File: src/rtl/arbitro_qos_pkg.sv
// Shared types and constants for the arbitro_qos class-steering arbiter.
// FSM encodings, stall-mode selectors and default widths.
package arbitro_qos_pkg;

  typedef enum logic [1:0] {
    StInit  = 2'd0,
    StRun   = 2'd1,
    StStall = 2'd2
  } state_e;

  localparam int unsigned ModeGlobal   = 0;
  localparam int unsigned ModePerClass = 1;

  localparam int unsigned DefDataW  = 12;
  localparam int unsigned DefClassW = 2;
  localparam int unsigned DefNumCh  = 4;
  localparam int unsigned DefCntW   = 8;

endpackage

File: src/rtl/arb_class_decoder.sv
// Extracts the class field from the word MSBs and converts it to a one-hot channel select.
module arb_class_decoder
  import arbitro_qos_pkg::*;
#(
  parameter int unsigned DATA_W  = DefDataW,
  parameter int unsigned CLASS_W = DefClassW
) (
  input  logic [DATA_W-1:0]       word,
  output logic [CLASS_W-1:0]      cls,
  output logic [2**CLASS_W-1:0]   onehot
);

  assign cls = word[DATA_W-1 -: CLASS_W];

  always_comb begin
    onehot      = '0;
    onehot[cls] = 1'b1;
  end

  // Payload bits are carried by the top, not needed here.
  logic unused_payload;
  assign unused_payload = ^word[DATA_W-CLASS_W-1:0];

endmodule

File: src/rtl/arbitro_qos.sv
// QoS arbiter: drains a FWFT input FIFO into per-class FIFOs with registered push/data.
// Optional per-channel push statistics are built when ARB_STATS_EN is defined.
module arbitro_qos
  import arbitro_qos_pkg::*;
#(
  parameter int unsigned DATA_W  = DefDataW,
  parameter int unsigned CLASS_W = DefClassW,
  parameter int unsigned NUM_CH  = DefNumCh,
  parameter int unsigned MODE    = ModeGlobal,
  parameter int unsigned CNT_W   = DefCntW
) (
  input  logic                    clk,
  input  logic                    reset,
  input  logic [DATA_W-1:0]       demuxin,
  input  logic                    emptyFIFO,
  input  logic [NUM_CH-1:0]       almost_fullFIFO,
  output logic                    pop,
  output logic [NUM_CH-1:0]       push,
  output logic [DATA_W-1:0]       data_out,
  output logic                    stall,
  output logic [CNT_W-1:0]        stall_cnt,
  output logic                    idle,
  output logic [NUM_CH*CNT_W-1:0] stats
);

  state_e              state_q, state_d;
  logic [CLASS_W-1:0]  cls;
  logic [NUM_CH-1:0]   cls_oh;
  logic                blk;
  logic [NUM_CH-1:0]   push_q, push_d;
  logic [DATA_W-1:0]   data_q, data_d;
  logic [CNT_W-1:0]    stall_cnt_q, stall_cnt_d;
  logic                stall_q, idle_q;

  arb_class_decoder #(
    .DATA_W  (DATA_W),
    .CLASS_W (CLASS_W)
  ) u_dec (
    .word   (demuxin),
    .cls    (cls),
    .onehot (cls_oh)
  );

  assign blk = (MODE == ModePerClass) ? almost_fullFIFO[cls] : |almost_fullFIFO;

  always_comb begin
    state_d = state_q;
    pop     = 1'b0;
    unique case (state_q)
      StInit: state_d = StRun;
      StRun: begin
        pop = !emptyFIFO && !blk;
        if (!emptyFIFO && blk) state_d = StStall;
      end
      StStall: begin
        // Leaving STALL and popping can happen in the same cycle.
        pop = !emptyFIFO && !blk;
        if (emptyFIFO || !blk) state_d = StRun;
      end
      default: state_d = StInit;
    endcase
    if (!reset) pop = 1'b0;
  end

  always_comb begin
    push_d      = pop ? cls_oh : '0;
    data_d      = pop ? demuxin : data_q;
    stall_cnt_d = stall_cnt_q;
    if (pop) begin
      stall_cnt_d = '0;
    end else if (state_d == StStall && stall_cnt_q != '1) begin
      stall_cnt_d = stall_cnt_q + CNT_W'(1);
    end
  end

  always_ff @(posedge clk or negedge reset) begin
    if (!reset) begin
      state_q     <= StInit;
      push_q      <= '0;
      data_q      <= '0;
      stall_cnt_q <= '0;
      stall_q     <= 1'b0;
      idle_q      <= 1'b1;
    end else begin
      state_q     <= state_d;
      push_q      <= push_d;
      data_q      <= data_d;
      stall_cnt_q <= stall_cnt_d;
      stall_q     <= (state_d == StStall);
      idle_q      <= emptyFIFO && (push_d == '0);
    end
  end

  assign push      = push_q;
  assign data_out  = data_q;
  assign stall_cnt = stall_cnt_q;
  assign stall     = stall_q;
  assign idle      = idle_q;

`ifdef ARB_STATS_EN
  logic [NUM_CH*CNT_W-1:0] stats_q;

  always_ff @(posedge clk or negedge reset) begin
    if (!reset) begin
      stats_q <= '0;
    end else begin
      for (int i = 0; i < int'(NUM_CH); i++) begin
        if (push_q[i]) stats_q[i*CNT_W +: CNT_W] <= stats_q[i*CNT_W +: CNT_W] + CNT_W'(1);
      end
    end
  end

  assign stats = stats_q;
`else
  assign stats = '0;
`endif

endmodule

File: config.mk
export PLATFORM = sky130hd
export DESIGN_NAME = arbitro_qos
export DESIGN_NICKNAME = d
export VERILOG_FILES = /design/src/rtl/arbitro_qos_pkg.sv /design/src/rtl/arb_class_decoder.sv /design/src/rtl/arbitro_qos.sv
export SDC_FILE = /design/constraint.sdc
export NUM_CORES = 1
export LEC_CHECK = 0
export CAP_MARGIN = 10
export CELL_PAD_IN_SITES_DETAIL_PLACEMENT = 1
export CELL_PAD_IN_SITES_GLOBAL_PLACEMENT = 1
export CORE_UTILIZATION = 30
export DETAILED_ROUTE_END_ITERATION = 8
export MAX_ROUTING_LAYER = met4
export PLACE_DENSITY_LB_ADDON = 0.3
export REMOVE_ABC_BUFFERS = 1
export SYNTH_ARGS = -nofsm -noshare
export SYNTH_HDL_FRONTEND = slang
export SYNTH_SLANG_ARGS = --single-unit
export TNS_END_PERCENT = 30
File: constraint.sdc
create_clock -name clk -period 4.48 [get_ports clk]
set_clock_uncertainty 0.2 [all_clocks]
set_input_delay 0.672 -clock clk [delete_from_list [all_inputs] [get_ports clk]]
set_output_delay 0.672 -clock clk [all_outputs]
set_load 0.01 [all_outputs]
==> results.sh <==
export IMPL_yosysWarnings=0
export IMPL_numClockSinks=28
export IMPL_hold_depth=2
export IMPL_synthFlopType="dfrtp_1"
export IMPL_switching_share_pct=34.29
export IMPL_tightest_slew_ps=560.8
export IMPL_final_seq_area_um2=701.9
export IMPL_first_pass_iters=4
export IMPL_rsz0062_at_grt="false"
export IMPL_finalSetupViolations=0
export IMPL_ys_seq_area_share_pct=45.65
export IMPL_clk_path_buf_depth=2
export IMPL_synth_area_leader_cell="dfrtp_1"
export IMPL_max_cap_violations=0
export IMPL_nets=233
export IMPL_synth_edf_count=0
export IMPL_crit_path_start_kind="input port"
export IMPL_final_hold_viol_count=0
export IMPL_p_leak_nw=0.9730
export IMPL_grt_usage_pct=13.36
export IMPL_ant_nets=0
export IMPL_ys_types=30
export IMPL_cp_max_fo=3
export IMPL_clock_latency_ps=270
export IMPL_worstPathArrival_ps=2370
export IMPL_max_freq_mhz=308.2
export IMPL_finalSetupTns_ps=0
export IMPL_cts_max_level=1
export IMPL_power_density_mw_per_mm2=449.6
export IMPL_clock_root_buffer="clkbuf_8"
export IMPL_avgSynthCellArea_um2=9.492
export IMPL_cts_buffers=3
export IMPL_wl_per_cell_um=12.25
export IMPL_io_pin_count=78
export IMPL_power_frac_clock_pct=17.5
export IMPL_grt_max_degree=29
export IMPL_crit_type="input port to output port"
export IMPL_cts_tree="yes"
export IMPL_hold_buffers=0
export IMPL_die_h_um=73.60
export IMPL_hp_class="flop to flop"
export IMPL_first_iter_violations=34
export IMPL_vias=1181
export IMPL_timing_final_crit_share_pct=72.42
export IMPL_pwr_share_comb_pct=40.2
export IMPL_cp_end_kind="output port"
export IMPL_multi_input_area_um2=659.4
export IMPL_start_util_pct=31.92
export IMPL_routed_wl_mm=3.368
export IMPL_r2r_cells=8
export IMPL_via_per_inst=4.295
export IMPL_die_area_mm2=0.005416
export IMPL_cts_setup_buffers=0
export IMPL_antenna_cells=0
export IMPL_cts_resized=0
export IMPL_syn_to_final_growth_pct=29.29
export IMPL_dp_hpwl_mm=2.530
export IMPL_power_frac_seq_pct=42.3
export IMPL_max_vdd_ir_drop_mv=0.1757
export IMPL_syn_inst=162
export IMPL_cts_reportedPaths_clkPinSlew_ps=100
export IMPL_slew_headroom_pct=62.61
export IMPL_p_switching_mw=0.3065
export IMPL_power_mw=0.8939
export IMPL_post_synth_top_count_cell="nand2_1"
export IMPL_dp_cells=271
export IMPL_overflow=0
export IMPL_grt_pass1_wl_mm=5.423
export IMPL_status="complete, no violations"
export IMPL_syn_area_mm2=0.001538
export IMPL_dp_slack_ps=1200
export IMPL_period_minus_slack_ps=3245
export IMPL_gp_congestion=0.8094
export IMPL_finalNonFillerCells=275
export IMPL_slew_violations=0
export IMPL_setup_slack_ps=1235
export IMPL_synthTopCellsByCount="40 x nand2_1, 33 x buf_4, 27 x dfrtp_1, 10 x a21oi_1"
export IMPL_synth_seq_cells=28
export IMPL_fillers=586
export IMPL_synth_top_cells_by_area="dfrtp_1 44%, buf_4 16%, nand2_1 9.8%"
export IMPL_synth_top_cell_area_share_pct=43.94
export IMPL_p_int_mw=0.5874
export IMPL_die_x_um=73.60
export IMPL_drive_gt1_share_pct=8.173
export IMPL_core_area_mm2=0.004817
export IMPL_drc=0
export IMPL_first_global_vias=1157
export IMPL_async_reset_ff_share_pct=100.0
export IMPL_antenna_found_initial=0
export IMPL_rows=25
export IMPL_io_buffers=45
export IMPL_critPathRequiredTime_ps=3610
layer usage:
layer | global-route usage [%] | wire length, um | vias to the layer above
li1 | - | - | 565
met1 | 16.62 | 1531 | 568
met2 | 22.12 | 1584 | 48
met3 | 3.704 | 253 | 0
met4 | 1.923 | 0 | 0
met5 | - | 0 | -
area by class of cell:
class,instances,area share [%]
inverter,4,0.7552
sequential,28,35.31
tap,67,4.216
multi-input combinational,124,33.17
timing repair buffer,48,23.79
clock buffer,4,2.769
sequential cells by signal, summed over array words and instances, names as in the netlist:
signal and cells:
data_out 12, idle 1, push 4, stall 1, stall_cnt 8, state_q 2
worst paths after layout:
| kind | from | endpoint | slack (ps) |
|---|---|---|---|
| max reg2reg | state_q[0] | stall_cnt[6] | 2140 |
| max in group asynchronous | reset | idle | 3070 |
| min | data_out[7] | data_out[7] | 290 |
| min reg2reg | data_out[7] | data_out[7] | 290 |
| min in group asynchronous | reset | stall_cnt[7] | 690 |
| max | almost_fullFIFO[1] | pop | 1240 |
cell usage in the layout (no fill, tap or decap), types with 3 or more instances in the layout:
| cell | instances |
|---|---|
| ha_1 | 5 |
| buf_4 | 3 |
| and3_1 | 6 |
| a21oi_1 | 10 |
| inv_1 | 3 |
| or3_1 | 3 |
| o21ai_0 | 6 |
| clkdlybuf4s50_1 | 45 |
| nand2_1 | 40 |
| conb_1 | 32 |
| clkbuf_8 | 4 |
| dfrtp_1 | 27 |
power by group through the flow:
stage	clock network, mW	registers (mW)	logic (mW)
final	0.156	0.378	0.359
after global routing	0.177	0.389	0.397
after CTS	0.166	0.380	0.365
after detailed placement	0	0.383	0.363
after global placement	0	0.380	0.356
after floorplan	0	0.402	0.150
worst max-delay path, stage by stage:
cell and delay, ps:
clkdlybuf4s50_1 440, nor4_4 430, nand4b_2 160, inv_1 110, clkdlybuf4s50_1 550
kinds of logic (layout without fill, tap and decap cells):
| kind of cell | after synthesis | count (layout) | share of synthesized area, % |
|---|---|---|---|
| and+or+nand+nor | 67 | 67 | 23.68 |
| other | 1 | 32 | 0.2439 |
| AOI/OAI and AO/OA | 20 | 20 | 7.323 |
| DFF | 28 | 28 | 45.65 |
| adders and majority gates | 5 | 5 | 4.068 |
| buffers and inverters | 41 | 56 | 19.04 |
through the flow:
| stage | utilization [%] | area, um2 | hold slack, ps |
|---|---|---|---|
| floorplan | - | 1376 | 176.4 |
| global placement | 40.13 | 1933 | 257.1 |
| detailed placement | 40.13 | 1933 | 266.3 |
| CTS | 41.27 | 1988 | 297.0 |
| global route | 41.27 | 1988 | 316.1 |
| finish | 41.27 | 1988 | 288.0 |
(Power assumes the default switching activity.)
